### config.mk
export PLATFORM = sky130hd
export DESIGN_NAME = nz_expand
export DESIGN_NICKNAME = d
export VERILOG_FILES = /design/src/rtl/nz_expand.sv
export SDC_FILE = /design/constraint.sdc
export NUM_CORES = 1
export LEC_CHECK = 0
export ABC_AREA = 1
export CAP_MARGIN = 20
export CORE_UTILIZATION = 45
export CTS_BUF_LIST = sky130_fd_sc_hd__clkbuf_8
export DETAILED_ROUTE_END_ITERATION = 12
export GPL_TIMING_DRIVEN = 1
export MAX_ROUTING_LAYER = met4
export PLACE_DENSITY = 0.77
export SKIP_CTS_REPAIR_TIMING = 1
export SLEW_MARGIN = 10
export SYNTH_ARGS = -nofsm -noshare
export SYNTH_HDL_FRONTEND = slang
export SYNTH_SLANG_ARGS = --single-unit
### constraint.sdc
create_clock -name clk_i -period 2.1 [get_ports clk_i]
set_input_delay 0.525 -clock clk_i [delete_from_list [all_inputs] [get_ports clk_i]]
set_output_delay 0.525 -clock clk_i [all_outputs]
set_load 0.03 [all_outputs]
### src/rtl/nz_expand.sv
// nz_expand: rebuilds a dense vector from a sparse (index, value) entry stream.
//
// Ports
//   clk_i, rst_i              clock and synchronous active-high reset
//   in_valid_i / in_ready_o   sparse entry handshake
//   in_index_i, in_data_i     lane position and value of the entry
//   in_last_i, in_empty_i     end of vector; empty qualifies last (no entries)
//   out_valid_o / out_ready_i dense vector handshake
//   out_data_o, out_mask_o    dense lanes (lane i at [i*DATA_WIDTH +: DATA_WIDTH])
//                             and written-lane mask
//   err_dup_o                 one-cycle pulse after an entry hit an already-written lane
//
// Two states: FILL accumulates entries into the lane array, OUT holds the
// finished vector until it is taken.  The lane array is cleared on the output
// handshake so the next vector starts from zero.

// One lane of the dense buffer: value plus written flag.
module nz_expand_lane #(
    parameter int DATA_WIDTH = 16
) (
    input  logic                  clk_i,
    input  logic                  rst_i,
    input  logic                  wr_i,
    input  logic                  clr_i,
    input  logic [DATA_WIDTH-1:0] data_i,
    output logic [DATA_WIDTH-1:0] lane_o,
    output logic                  mask_o
);
    logic [DATA_WIDTH-1:0] lane_q;
    logic                  mask_q;

    always_ff @(posedge clk_i) begin
        if (rst_i || clr_i) begin
            lane_q <= '0;
            mask_q <= 1'b0;
        end else if (wr_i) begin
            lane_q <= data_i;
            mask_q <= 1'b1;
        end
    end

    assign lane_o = lane_q;
    assign mask_o = mask_q;
endmodule

module nz_expand #(
    parameter  int DATA_WIDTH = 16,
    parameter  int NUM_LANES  = 16,
    localparam int IDX_WIDTH  = $clog2(NUM_LANES)
) (
    input  logic                            clk_i,
    input  logic                            rst_i,
    input  logic                            in_valid_i,
    output logic                            in_ready_o,
    input  logic [IDX_WIDTH-1:0]            in_index_i,
    input  logic [DATA_WIDTH-1:0]           in_data_i,
    input  logic                            in_last_i,
    input  logic                            in_empty_i,
    output logic                            out_valid_o,
    input  logic                            out_ready_i,
    output logic [NUM_LANES*DATA_WIDTH-1:0] out_data_o,
    output logic [NUM_LANES-1:0]            out_mask_o,
    output logic                            err_dup_o
);
    typedef enum logic {
        FILL = 1'b0,
        OUT  = 1'b1
    } state_t;

    state_t state_q, state_d;
    logic   err_dup_q, err_dup_d;
    logic   accept, wr, hs;

    logic [NUM_LANES-1:0][DATA_WIDTH-1:0] lane;
    logic [NUM_LANES-1:0]                 mask;

    // Handshake flags come only from registered state, so neither ready nor
    // valid depends combinationally on the other side.
    assign in_ready_o  = (state_q == FILL);
    assign out_valid_o = (state_q == OUT);
    assign accept      = in_valid_i && in_ready_o;
    assign wr          = accept && !in_empty_i;
    assign hs          = out_valid_o && out_ready_i;

    for (genvar i = 0; i < NUM_LANES; i++) begin : g_lane
        nz_expand_lane #(.DATA_WIDTH(DATA_WIDTH)) u_lane (
            .clk_i  (clk_i),
            .rst_i  (rst_i),
            .wr_i   (wr && (in_index_i == IDX_WIDTH'(i))),
            .clr_i  (hs),
            .data_i (in_data_i),
            .lane_o (lane[i]),
            .mask_o (mask[i])
        );
    end

    always_comb begin
        state_d   = state_q;
        // Duplicate = writing a lane whose mask is already set this vector.
        err_dup_d = wr && mask[in_index_i];
        case (state_q)
            FILL: if (accept && in_last_i) state_d = OUT;
            OUT:  if (out_ready_i)         state_d = FILL;
            default: state_d = FILL;
        endcase
    end

    always_ff @(posedge clk_i) begin
        if (rst_i) begin
            state_q   <= FILL;
            err_dup_q <= 1'b0;
        end else begin
            state_q   <= state_d;
            err_dup_q <= err_dup_d;
        end
    end

    assign out_data_o = lane;
    assign out_mask_o = mask;
    assign err_dup_o  = err_dup_q;
endmodule

# Word-level counts from Yosys, hierarchy flattened
# Cells that the tools add are included.
# W data, S select, Z words.
[totals]
reg_bits = 274
latchBits = 0
ramBits = 0
rom_bits = 0
inputBits = 26
out_inout_bits = 275
word_cells = 80
n_memories = 0
[classes]
addsub = 0
n_mul = 0
div_mod_pow = 0
magnitude_cmp = 1
eq_ne = 15
shifts = 0
n_mux = 5
bitwise = 1
reduce_logical = 24
[op_table]
columns = ["op", "count"]
rows = [
  ["$eq A4 B4 Y1 const B", 8],
  ["$logic_and A1 B1 Y1", 21],
  ["$eq A4 B3 Y1 const B", 4],
  ["$eq A4 B2 Y1 const B", 2],
  ["$lt A4 B5 Y1 const B", 1],
  ["$bmux W1 S4", 1],
  ["$eq A4 B1 Y1 const B", 1],
  ["$logic_not A4 Y1", 1],
  ["$mux W1", 3],
  ["$pmux W1 S2", 1],
  ["$logic_not A1 Y1", 1],
  ["$logic_or A1 B1 Y1", 1],
  ["$not A1 Y1", 1],
]

# Longest topological paths before layout
# Gate-level depths: netlist of run 1.
[depth]
word_depth = 5
ltp_mapped = 9
mapped_depth_nobuf = 9

# Hierarchy
# A second synthesis of run 1 with hierarchy kept.
[unflattened]
hier_cells = 1751
area_unflattened_um2 = 11950.2
[modules_own_cells]
columns = ["module", "instances", "cells_each", "area_per_inst_um2", "seq_area_each_um2"]
rows = [
  ["nz_expand_lane", 16, 104, 723.2, 340.3],
  ["nz_expand", 1, 87, 379.1, 40.0],
]

# Least setup slack after synthesis of run 1
# Ideal clock, no wire load.
[synth_timing]
kind = "reg2reg"
startpoint = "reg state_q, in the netlist out_valid_o"
endpoint = "reg g_lane[11].u_lane.mask_q"
arrival_time_ps = 1657
path_slack_ps = 315
path_stages_with_launch = 9
n_path_buf = 1
period_less_slack_ps = 1785
cell_sequence = "dfxtp_1 > inv_2 > nand3b_1 > nor2_1 > nand2_2 > clkinv_1 > buf_4 > nor2_1 > nor2_1"
[synth_between]
elab_chain_len = 4
elab_cells_between_ends = 6
[synth_lines]
columns = ["element", "line", "source"]
rows = [
  ["start: declaration", "70", "state_t state_q, state_d;"],
  ["start signal: assignment", "113", "state_q <= state_d;"],
  ["$not A1 Y1", "n/a", ""],
  ["net in_ready_o", "54", "output logic in_ready_o,"],
  ["$logic_and A1 B1 Y1", "81", "assign accept = in_valid_i && in_ready_o;"],
  ["$logic_and A1 B1 Y1", "82", "assign wr = accept && !in_empty_i;"],
  ["$logic_and A1 B1 Y1", "89", ".wr_i (wr && (in_index_i == IDX_WIDTH'(i))),"],
  ["end signal: assignment", "35", "mask_q <= 1'b0;"],
  ["end signal: assignment", "38", "mask_q <= 1'b1;"],
  ["end: declaration", "30", "logic mask_q;"],
]
# The timed path passes the listed nets, and every way through them passes these cells.
# A chain may end at the register's enable or synchronous reset.

# Worst setup path in the final report of run 1
[layout_timing]
startpoint = "reg g_lane[13].u_lane.lane_q[11]"
endpoint = "out out_data_o[219]"
[layout_lines]
columns = ["element", "line", "source"]
rows = [
  ["start: declaration", "29", "logic [DATA_WIDTH-1:0] lane_q;"],
  ["start signal: assignment", "37", "lane_q <= data_i;"],
  ["end: declaration", "61", "output logic [NUM_LANES*DATA_WIDTH-1:0] out_data_o,"],
]
# No word-level cell between the ends.

==> flow_summary.toml, run 1 <==
[clocking]
root_buffer = "clkbuf_8"
cts_made_buffers = 43
htree_levels = 2
clock_path_buffers = 3
cts.sinks = 274
cts.clk_slew.worst_paths_ns = 0.06
tritoncts = "done"
clk_latency_ns = 0.54

[sta]
fin_ws_ns = 0.005249
slew_headroom = 0.7201
finalHoldViolCount = 0
setup_tns_ns = 0
worst_pin_slew_ns = 0.4191
holdWs_ns = 0.4578
finalCritPeriodShare = 0.9975
fin_crit_ns = 2.095
clock.fmax_mhz = 477.4
clock_skew_ns = 0.01881
finalMaxSlewViolations = 0
setup_violations = 0

[placed_design]
dp_hpwl_um = 21640
portBuffers = 300
pre_cts_slack_ns = -0.1195
place_congestion = 0.8457

[synth]
synth_area_leaders = "dfxtp_1 55%, nand2_1 20%, a21oi_1 12%, nor2_1 2.5%, buf_4 2.3%"
synth_top_area_frac = 0.5535
postSynthAreaPerCell_um2 = 7.683
synth.distinct_cells = 24
yosysTopAreaCell = "dfxtp_1"
ys_ff_latch = 274
ys_warn_count = 0
syn-cell-area_um2 = 9911
netlist_instances = 1290
ys_seq_area_frac = 0.5535
synth_nets = 1316

[global_routing]
grt_pass1_vias = 9087
grt_overflow = 0
grt_pass1_wl_um = 50030
antenna_found_initial = 0
grt_max_degree = 77
grt_usage = 0.2998

[power]
power_frac_comb = 0.064
p_int_uw = 7867
seq_power_share = 0.504
p_clk_frac = 0.432
switching_share = 0.2452
power_uw = 10420
leakage_uw = 0.009389
netSwitchingPower_uw = 2555
power_density_nw_per_um2 = 701.8
irDropWorstVdd_uv = 433.5

[setup_path]
slowest_stage = "clkdlybuf4s50_1"
worstSetupPathType = "flip-flop to primary output"
r2r_start = "out_valid_o"
cp-end-kind = "primary output"
r2r_end = "g_lane[13].u_lane.lane_o[9]"
slowest_delay_ns = 0.69
required_ns = 1.57
worstPathMaxFanout = 2
arrival_ns = 1.57
cp-start-kind = "flip-flop"
regToRegSetupSlack_ns = 0.53
cp_num_buf_inv = 1
crit_chain = "clkdlybuf4s50_1"
crit_path_start = "g_lane[13].u_lane.lane_o[11]"
crit_family = "buffers and inverters"
rr_worst_depth = 8

[hold_path]
hp-start = "g_lane[15].u_lane.lane_o[11]"
min_to = "g_lane[15].u_lane.lane_o[11]"
hp-class = "flip-flop to flip-flop"
hold_path_depth = 2

[route]
post_drt_wl_per_cell_um = 18.13
drcViolationCount = 0
detailedRoute.firstPassIterationCount = 5
first_iter_violations = 594
vias = 9831
via_per_inst = 5.199
ant_nets = 0
wl_um = 34280

[cells_and_area]
mostFrequentLayoutCells = "514 x nand2_1, 274 x dfxtp_1, 243 x a21oi_1, 240 x dlymetal6s2s_1, 66 x nor2_1"
nFillCells = 1634
antenna_cells = 0
mostFrequentLayoutCell = "nand2_1"
fin_nets = 1610
area_delta_synth_final_pct = 49.83
drive_above_1_share = 0.1052

[die]
start_util = 0.4656
die_y_um = 150.4
rows = 53
dieArea_um2 = 22620
io_pins = 301
die_w_um = 150.4
core_um2 = 21290

[flow_run]
cap_violations = 0

[status]
run_status = "finished, final reports clean"
==> registers in the layout, summed over array words and instances (netlist names) <==
register              count
err_dup_o                 1
out_valid_o               1
g_lane.u_lane.mask_o     16
g_lane.u_lane.lane_o    256
==> metrics by stage <==
stage / std cells / area (um^2) / util
floorplan: 1290 / 9911 / -
detailed placement: 1814 / 13380 / 0.6285
global route: 1891 / 14850 / 0.6976
finish: 1891 / 14850 / 0.6976
global placement: 1814 / 13380 / 0.6285
CTS: 1891 / 14250 / 0.6694
==> worst max path at each step <==
stage	end	cells after the start	slack, ns
final	out_data_o[219]	1	0.005
after global routing	out_data_o[219]	1	-0.04
after CTS	out_mask_o[7]	1	-0.13
after detailed placement	g_lane[7].u_lane.lane_o[15]	7	-0.12
after global placement	g_lane[7].u_lane.lane_o[12]	7	-0.09
after floorplan	g_lane[11].u_lane.mask_o	8	0.32
==> per-layer routing <==
layer	vias up	track usage	share of wire
met5	-	-	0
met4	0	0.1323	0.044
met3	101	0.07364	0.10
met2	493	0.4539	0.44
met1	4570	0.3782	0.41
li1	4667	-	-
==> synthesized netlist by cell type (all sizes together) <==
library cell,count
nand2,520
dfxtp,274
a21oi,243
nor2,77
clkbuf,59
buf,55
inv,22
nor3,18
nand3,16
clkinv,2
nand4,2
nand3b,1
o21ai,1
==> power by group through the flow <==
stage	registers, uW	logic [uW]	clock network [uW]
floorplan	5430	286	0
global placement	5370	660	0
detailed placement	5370	662	0
CTS	5260	664	4560
global route	5260	703	4790
finish	5260	669	4500
==> cell type report <==
class,count,area (um^2),area share
repair buffers,363,4289,0.2888
well taps,275,344.1,0.02317
multi-input cells,878,3769,0.2538
inverters,24,92.59,0.006235
clock inverters,27,181.4,0.01222
clock buffers,50,688.2,0.04634
flip-flops and latches,274,5485,0.3694
==> kinds of logic after synthesis <==
| kind of cell | count (synthesis) | synth area share |
|---|---|---|
| compound gates | 244 | 0.1232 |
| buf+inv | 138 | 0.06704 |
| flops | 274 | 0.5535 |
| simple gates | 634 | 0.2563 |
No activity file was read; power rests on OpenSTA's default activity.
==> run 2: changes to the inputs <==
Settings changed: SKIP_CTS_REPAIR_TIMING 1 to unset.
==> flow_summary.toml, run 2 (same netlist as run 1, synthesis figures left out) <==
[route]
ant_nets = 0
wl_um = 33830
drcViolationCount = 0
first_iter_violations = 604
post_drt_wl_per_cell_um = 17.89
vias = 9794
via_per_inst = 5.179
detailedRoute.firstPassIterationCount = 5

[cells_and_area]
mostFrequentLayoutCells = "514 x nand2_1, 274 x dfxtp_1, 243 x a21oi_1, 171 x dlygate4sd2_1, 70 x dlymetal6s2s_1"
largest_reg_flops = 256
drive_above_1_share = 0.1052
multi_input_area_um2 = 3769
layout.cells.non_filler = 1891
antenna_cells = 0
mostFrequentLayoutCell = "nand2_1"
nFillCells = 1813
fin_nets = 1610
area_delta_synth_final_pct = 43.38
register_area_um2 = 5485

[setup_path]
r2r_start = "out_valid_o"
cp_num_buf_inv = 1
cp-end-kind = "primary output"
crit_family = "buffers and inverters"
slowest_stage = "clkdlybuf4s50_1"
arrival_ns = 1.55
slowest_delay_ns = 0.70
worstSetupPathType = "flip-flop to primary output"
regToRegSetupSlack_ns = 0.54
required_ns = 1.57
crit_chain = "clkdlybuf4s50_1"
worstPathMaxFanout = 2
crit_path_start = "g_lane[6].u_lane.lane_o[1]"
cp-start-kind = "flip-flop"
rr_worst_depth = 8
r2r_end = "g_lane[13].u_lane.lane_o[9]"

[clocking]
tritoncts = "done"
cts-resized-gates = 171
postCtsSetupBuffers = 0
cts.clk_slew.worst_paths_ns = 0.06
cts.sinks = 274
root_buffer = "clkbuf_8"
hold_buffers = 0
htree_levels = 2
cts_made_buffers = 43
clock_path_buffers = 3
clk_latency_ns = 0.54

[die]
io_pins = 301
core_um2 = 21290
start_util = 0.4656
die_y_um = 150.4
die_w_um = 150.4
dieArea_um2 = 22620
rows = 53

[global_routing]
grt_pass1_vias = 9101
grt_usage = 0.3002
grt_max_degree = 77
antenna_found_initial = 0
grt_pass1_wl_um = 50100
grt_overflow = 0

[sta]
finalHoldViolCount = 0
worst_pin_slew_ns = 0.4055
setup_tns_ns = 0
finalMaxSlewViolations = 0
holdWs_ns = 0.4565
rsz0062_at_grt = "no"
finalCritPeriodShare = 0.9885
slew_headroom = 0.7308
fin_crit_ns = 2.076
setup_violations = 0
fin_ws_ns = 0.02417
clock.fmax_mhz = 481.7
clock_skew_ns = 0.01937

[power]
leakage_uw = 0.007056
switching_share = 0.2462
power_frac_comb = 0.063
power_density_nw_per_um2 = 733.3
p_clk_frac = 0.433
seq_power_share = 0.504
netSwitchingPower_uw = 2566
p_int_uw = 7854
irDropWorstVdd_uv = 444.5

[placed_design]
dp_hpwl_um = 21640
portBuffers = 300
placed_cells = 1814
place_congestion = 0.8457
pre_cts_slack_ns = -0.1195

[hold_path]
hold_path_depth = 2
hp-class = "flip-flop to flip-flop"
min_to = "g_lane[15].u_lane.lane_o[5]"
hp-start = "g_lane[15].u_lane.lane_o[5]"

[flow_run]
cap_violations = 0

[status]
run_status = "finished, final reports clean"
## run 2: cell types whose count changed in the layout (fill, tap and decap cells not counted), sizes merged
cell | previous run | this run
dlygate4sd2 | 0 | 171
clkdlybuf4s50 | 60 | 59
dlymetal6s2s | 240 | 70
## run 2: power groups by stage
stage	combinational, uW	clock (uW)	sequential (uW)
final	655	4510	5260
after detailed placement	662	0	5370
after CTS	648	4560	5260
after global placement	660	0	5370
after global routing	689	4790	5260
after floorplan	286	0	5430
## run 2: worst max path at each step
stage	cells past startpoint	to	slack, ns
after floorplan	8	g_lane[11].u_lane.mask_o	0.32
after global placement	7	g_lane[7].u_lane.lane_o[12]	-0.09
after detailed placement	7	g_lane[7].u_lane.lane_o[15]	-0.12
after CTS	1	out_data_o[110]	0.00003
after global routing	1	out_data_o[60]	0.0005
final	1	out_data_o[97]	0.02
## run 2: routing by layer
| layer | global-route usage | share of wire | vias to the layer above |
|---|---|---|---|
| met4 | 0.1288 | 0.039 | 0 |
| met1 | 0.3793 | 0.41 | 4554 |
| met5 | - | 0 | - |
| met2 | 0.4567 | 0.45 | 489 |
| met3 | 0.07212 | 0.10 | 86 |
| li1 | - | - | 4665 |
## run 2: cell type report
type | count | share of cell area
sequential | 274 | 0.3860
multi-input combinational | 878 | 0.2652
timing repair buffer | 363 | 0.2568
clock buffer | 50 | 0.04843
tap | 275 | 0.02421
clock inverter | 27 | 0.01277
inverter | 24 | 0.006516
## run 2: stage by stage
| stage | util | power [uW] | instance area [um^2] |
|---|---|---|---|
| detailed placement | 0.6285 | 6032 | 13380 |
| global placement | 0.6285 | 6030 | 13380 |
| floorplan | - | 5716 | 9911 |
| global route | 0.6675 | 10740 | 14210 |
| CTS | 0.6593 | 10460 | 14030 |
| finish | 0.6675 | 10420 | 14210 |
==> run 3: changes to the inputs <==
Settings changed: CORE_MARGIN set to 2, PLACE_DENSITY 0.77 to 0.85.
==> flow_summary.toml, run 3 (same netlist as run 1, synthesis figures left out) <==
[global_routing]
grt_pass1_vias = 9287
grt_pass1_wl_um = 51950
grt_usage = 0.2908
antenna_found_initial = 0
grt_max_degree = 46
grt_overflow = 0

[cells_and_area]
mostFrequentLayoutCells = "514 x nand2_1, 274 x dfxtp_1, 243 x a21oi_1, 197 x dlygate4sd2_1, 66 x nor2_1"
area_delta_synth_final_pct = 43.23
nFillCells = 1782
drive_above_1_share = 0.1030
fin_util = 0.6545
mostFrequentLayoutCell = "nand2_1"
layout.cells.non_filler = 1903
largest_reg_flops = 256
fin_nets = 1616

[status]
run_status = "finished, final reports clean"

[power]
irDropWorstVdd_uv = 524.0
power_uw = 10260
seq_power_share = 0.513
p_int_uw = 7747
switching_share = 0.2446
leakage_uw = 0.006946
power_density_nw_per_um2 = 722.4
netSwitchingPower_uw = 2508
p_clk_frac = 0.419
power_frac_comb = 0.068

[setup_path]
required_ns = 1.57
arrival_ns = 1.54
slowest_stage = "clkdlybuf4s50_1"
rr_worst_depth = 9
worstSetupPathType = "flip-flop to primary output"
cp_num_buf_inv = 1
cp-start-kind = "flip-flop"
crit_chain = "clkdlybuf4s50_1"
worstPathMaxFanout = 2
slowest_delay_ns = 0.69
cp-end-kind = "primary output"
crit_family = "buffers and inverters"
r2r_start = "out_valid_o"
cp_num_cells = 1
crit_path_start = "g_lane[3].u_lane.lane_o[6]"

[placed_design]
place_congestion = 0.8544
placed_cells = 1824
dp_hpwl_um = 22590
pre_cts_slack_ns = -0.1672
portBuffers = 300

[route]
detailedRoute.firstPassIterationCount = 5
first_iter_violations = 617
post_drt_wl_per_cell_um = 18.19
wl_um = 34610
via_per_inst = 5.151
vias = 9802
ant_nets = 0
drcViolationCount = 0

[sta]
slew_headroom = 0.7323
finalMaxSlewViolations = 0
finalHoldViolCount = 0
worst_pin_slew_ns = 0.4032
finalCritPeriodShare = 0.9822
fin_ws_ns = 0.03734
clock.fmax_mhz = 484.8
fin_crit_ns = 2.063
clock_skew_ns = 0.01274
setup_violations = 0

[die]
die_w_um = 152.4
io_pins = 301
die_y_um = 152.4
core_um2 = 21690
rows = 54
start_util = 0.4570
dieArea_um2 = 23230

[hold_path]
hp-start = "g_lane[1].u_lane.lane_o[14]"
hold_path_depth = 2
hp-class = "flip-flop to flip-flop"

[clocking]
postCtsSetupBuffers = 0
cts.clk_slew.worst_paths_ns = 0.06
tritoncts = "done"
clk_latency_ns = 0.53
clock_path_buffers = 3
root_buffer = "clkbuf_8"
cts_made_buffers = 44
hold_buffers = 0
cts.sinks = 274
htree_levels = 2

[flow_run]
cap_violations = 0
==> run 3: worst paths after layout <==
kind                                 end  slack [ns]
min          g_lane[1].u_lane.lane_o[14]        0.46
min reg2reg  g_lane[1].u_lane.lane_o[14]        0.46
max                       out_data_o[54]        0.04
max reg2reg  g_lane[0].u_lane.lane_o[11]        0.53
==> run 3: stage by stage <==
| step | setup TNS, ns | instance area (um^2) | hold WS, ns |
|---|---|---|---|
| after floorplan | 0 | 9911 | 0.4438 |
| after global placement | -5.567 | 13470 | 0.4452 |
| after detailed placement | -12.31 | 13470 | 0.4508 |
| after CTS | 0 | 14060 | 0.4607 |
| after global routing | -0.002442 | 14190 | 0.4707 |
| final | 0 | 14190 | 0.4568 |
==> run 3: worst min-delay path: stages, from the launching register on <==
cell and delay (ns):
dfxtp_1 0.30, nand2_1 0.06, a21oi_1 0.05
==> run 3: repair_timing <==
item                       CTS  global route
setup endpoints to repair  197            54
pin swaps                    0             0
gates resized for setup    197            54
==> run 3: power by group through the flow <==
stage          combinational (uW)  clock (uW)  sequential [uW]
6_report                      700        4300             5260
4_1_cts                       691        4380             5260
2_1_floorplan                 286           0             5430
3_5_place_dp                  706           0             5370
5_1_grt                       730        4610             5260
3_3_place_gp                  701           0             5370
==> run 3: routing by layer <==
layer | vias to the layer above | GRT usage | routed length [um]
li1 | 4674 | - | -
met4 | 0 | 0.1389 | 1639
met5 | - | - | 0
met2 | 527 | 0.4603 | 15980
met3 | 99 | 0.07452 | 3483
met1 | 4502 | 0.3472 | 13510
==> run 3: cell type report <==
cell class,count,area [um^2],share of cell area
repair buffers,368,3665,0.2582
clock inverters,28,142.6,0.01005
inverters,24,92.59,0.006523
clock buffers,50,688.2,0.04848
multi-input cells,878,3769,0.2655
diodes,1,2.502,0.0001763
well taps,280,350.3,0.02468
flip-flops and latches,274,5485,0.3864
==> edit 1: new RTL, config.mk and constraints of run 3 <==
Set the parameter `NUM_LANES` to 32 (it was 16).
--- a/src/rtl/nz_expand.sv
+++ b/src/rtl/nz_expand.sv
@@ -45,7 +45,7 @@
 
 module nz_expand #(
     parameter  int DATA_WIDTH = 16,
-    parameter  int NUM_LANES  = 16,
+    parameter  int NUM_LANES  = 32,
     localparam int IDX_WIDTH  = $clog2(NUM_LANES)
 ) (
     input  logic                            clk_i,
Ports: changed (resized in_index_i, out_data_o and out_mask_o); port bits go from 301 to 574. No check against the original RTL was run, so the function may have changed too.
==> edit 1 against run 3 <==
  * Setup slack improved by 0.026 ns
  * Design area up 95%
  * Total power grew 110%
  * Sequential cell count up 272
  * Count of clock-buffer cells in the layout increased by 61
  * Wire length is 120% higher
  * Synthesized area up 96%
  * Maximum frequency is 1.3% higher
  * Critical path type unchanged
==> edit 1: results <==
set metrics [dict create \
    irDropWorstVdd_v 0.000698 \
    seqPwrFrac 0.491 \
    path_clk_slew_ns 0.06 \
    hp-class "primary input to flip-flop" \
    layout.nets 3157 \
    antenna_found_initial 1 \
    clk_latency_ns 0.65 \
    grt_util_met3 0.0863 \
    max_slew_margin 0.677 \
    path_max_fanout 3 \
    cp.arrival_ns 1.51 \
    dr_wl_met2_um 33500 \
    cp_slowest_cell "dlygate4sd2_1" \
    drt-total-wl_um 74700 \
    synthArstFlopShare 0 \
    yosys_warnings 0 \
    syn_nets 2566 \
    drive_above_1_share 0.110 \
    netlist_top_cells_count "nand2_1, dfxtp_1, a21oi_1" \
    grt_pass1_vias 19400 \
    top_layer_used "met4" \
    drt_iter0_markers 2008 \
    ys.flop_type "dfxtp_1" \
    cts_root_buf "clkbuf_8" \
    end_kind "output pin" \
    synthTopCellsByArea "dfxtp_1, nand2_1, a21oi_1" \
    combPwrFrac 0.054 \
    largest_reg_flops 512 \
    fill_cells 3595 \
    wl_met3_um 8020 \
    cts_max_path_buffers 3 \
    power.density_nw_per_um2 768 \
    place_hpwl_um 49600 \
    fin_worst_skew_ns 0.0203 \
    path_delay_family "buffers and inverters" \
    synth_compound_area_frac 0.108 \
    grt_max_degree 64 \
    synthAdderAreaFrac 0 \
    ys_seq_area_frac 0.561 \
    finalWeightedCongestion 0.910 \
    switchingPower_mw 5.15 \
    grt_use_total 0.329 \
    cts_setup_buffers 0 \
    yosysUniqueCellTypes 24 \
    grt_pass1_wl_um 110000 \
    htreeDepth 3 \
    io_buffers 573 \
    use_met1 0.375 \
    status "finished, final reports clean" \
    power_leakage_nw 12.7 \
    wl_met1_um 27700 \
    synth.area.mux_share 0 \
    max_stage_delay_ns 0.46 \
    cts_buffers 88 \
    cts_resized 554 \
    vias 20100 \
    met2_usage 0.514 \
    dr.pass1.iters 6 \
]
edit 1: cell count changes in the layout (fill, tap and decap cells not counted), sizes merged, moves of 64 or more:
| cell | change |
|---|---|
| a21oi | +170 |
| buf | +87 |
| clkbuf | +64 |
| dfxtp | +272 |
| dlygate4sd2 | +333 |
| nand2 | +374 |
| nor2 | +218 |
| nor3 | +94 |
edit 1: per-stage QoR:
stage	util	cell area [sq um]	worst slack, ns	setup TNS (ns)	cells
floorplan	-	19500	0.320	0	2539
global placement	0.618	26500	-0.188	-44.93	3625
detailed placement	0.618	26500	-0.286	-71.94	3625
CTS	0.646	27700	-0.112	-0.112	3782
global route	0.646	27700	0.00119	0	3783
finish	0.646	27700	0.0631	0	3783
edit 1: worst paths after layout:
path	start	to	slack, ns	cells past startpoint
setup / recovery	g_lane[25].u_lane.mask_o$_SDFFE_PP0P_	out_mask_o[25]	0.06	1
hold / removal	in_data_i[0]	g_lane[30].u_lane.lane_o[0]$_SDFFE_PP0P_	0.36	3
setup reg to reg	out_valid_o$_SDFF_PP0_	g_lane[18].u_lane.lane_o[9]$_SDFFE_PP0P_	0.41	8
hold reg to reg	g_lane[6].u_lane.lane_o[3]$_SDFFE_PP0P_	g_lane[6].u_lane.lane_o[3]$_SDFFE_PP0P_	0.46	2
edit 1: cell type report:
class,instances,area (sq um),area share
multi-input cells,1725,7270,0.263
clock buffers,111,1530,0.0552
flip-flops and latches,546,10900,0.395
clock inverters,46,353,0.0127
well taps,585,732,0.0264
repair buffers,710,6650,0.240
inverters,59,221,0.00800
diodes,1,2.50,0.0000904
edit 1: logic make-up after synthesis:
logic type | count (synthesis)
AND/OR/NAND/NOR | 1306
flip-flops | 546
AO/OA/AOI/OAI | 419
buffers and inverters | 268
==> edit 2: new RTL, settings of run 3 <==
Made on the original files. Remove the register `err_dup_q`: a continuous assignment takes its place, so the output `err_dup_o` follows one clock earlier.
--- a/src/rtl/nz_expand.sv
+++ b/src/rtl/nz_expand.sv
@@ -108,12 +108,12 @@
     always_ff @(posedge clk_i) begin
         if (rst_i) begin
             state_q   <= FILL;
-            err_dup_q <= 1'b0;
         end else begin
             state_q   <= state_d;
-            err_dup_q <= err_dup_d;
         end
     end
+
+    assign err_dup_q = err_dup_d;
 
     assign out_data_o = lane;
     assign out_mask_o = mask;
Behaviour: not the same (a bounded check fails within 4 cycles, from zero or initial values and one cycle with rst_i high).
==> edit 2 against run 3 <==
  * The run now ends with negative setup slack left
  * Design area decreased by 0.11%
  * Maximum frequency decreased by 5.1%
  * Sequential share of layout area about the same
  * Synthesized area increased by 0.82%
  * Cell count unchanged
  * Clock power increased by 20%
  * Synthesized cell count decreased by 0.23%
  * Total power increased by 8.2%
  * Die area increased by 0.80%
  * Setup slack got worse by 0.11 ns
  * Wire length decreased by 0.84%
  * Hold slack about the same
  * Sequential cell count decreased by 1
  * Clock skew increased by 0.0016 ns
  * Critical path type is now primary input to output pin
  * Largest cell class unchanged
==> edit 2: results <==
set metrics [dict create \
    setup_viol 1 \
    antenna_found_initial 2 \
    synth_compound_area_frac 0.123 \
    dieArea_sq_um 23400 \
    nNonClkInverters 26 \
    n_antenna_cell 2 \
    layout_setup_ws_ns -0.0730 \
    ys_seq_area_frac 0.547 \
    pre_cts_ws_ns -0.381 \
    cts_buffers 45 \
    multi_input_area_share 0.269 \
    dr.pass1.iters 7 \
    via_per_inst 5.25 \
    seq_cells 273 \
    nMultiInputCombCells 872 \
    yosys_warnings 0 \
    sw_frac_of_total 0.237 \
    irDropWorstVdd_v 0.000521 \
    fin_worst_skew_ns 0.0144 \
    post_synth.cell_area_avg_sq_um 7.76 \
    finalWeightedCongestion 0.929 \
    powerClk_mw 5.18 \
    status "finished with violations" \
    synthTopCellsByArea "dfxtp_1, nand2_1, a21oi_1" \
    powerComb_mw 0.680 \
    place_inst 1815 \
    drive_above_1_share 0.123 \
    place_hpwl_um 22400 \
    setup_tns_ns -0.0730 \
    cp.arrival_ns 1.65 \
    grt_pass1_wl_um 52700 \
    multi_input_area_sq_um 3810 \
    clock_area_frac 0.0734 \
    regArea_sq_um 5480 \
    power_leakage_nw 6.82 \
    buf_share 0.238 \
    path_max_fanout 3 \
    netlist_top_cells_count "nand2_1, dfxtp_1, a21oi_1" \
    layout.nets 1612 \
    violations "negative setup slack" \
    vias 9998 \
]
## edit 2: cell types whose count changed in the layout (fill, tap and decap cells not counted), sizes merged, moves of 2 or more
cell	before	now
bufinv	1	3
clkbuf	50	64
clkdlybuf4s50	49	24
clkinv	8	10
dlygate4sd2	197	246
dlymetal6s2s	54	28
inv	42	32
nand4	2	8
nor2	77	67
nor3	18	16
## edit 2: per-layer routing
metal  up-vias  part of all wire  track usage
met5         -                 0            -
met4         0             0.051        0.146
met2       549              0.48        0.477
li1       4680                 -            -
met3       124             0.086       0.0590
met1      4645              0.38        0.343
## edit 2: final timing paths
path                                                                start  depth (start not counted)                                         to  slack (ns)
worst max-delay path                                           in_valid_i                          4                                  err_dup_o       -0.07
worst min-delay path            g_lane[15].u_lane.lane_o[13]$_SDFFE_PP0P_                          2  g_lane[15].u_lane.lane_o[13]$_SDFFE_PP0P_        0.46
worst max register to register                     out_valid_o$_SDFF_PP0_                          7   g_lane[9].u_lane.lane_o[10]$_SDFFE_PP0P_        0.52
worst min register to register  g_lane[15].u_lane.lane_o[13]$_SDFFE_PP0P_                          2  g_lane[15].u_lane.lane_o[13]$_SDFFE_PP0P_        0.46
## edit 2: timing repair
item	in CTS	in global routing
endpoints found under the hold margin	0	0
setup buffers	0	4
resized for setup	251	47
hold buffers	0	0
endpoints found under the setup margin	247	26
pin swaps	1	6
## edit 2: kinds of logic (layout without fill, tap and decap cells)
group                  after synthesis  after routing
buffers and inverters              142            476
and+or+nand+nor                    627            627
DFF                                273            273
other                                0              2
AOI/OAI and AO/OA                  245            245
## edit 2: critical path, cell delays in order
cell,delay [ns]
clkdlybuf4s50_1,0.59
nand3b_4,0.16
nor2_2,0.22
buf_12,0.14
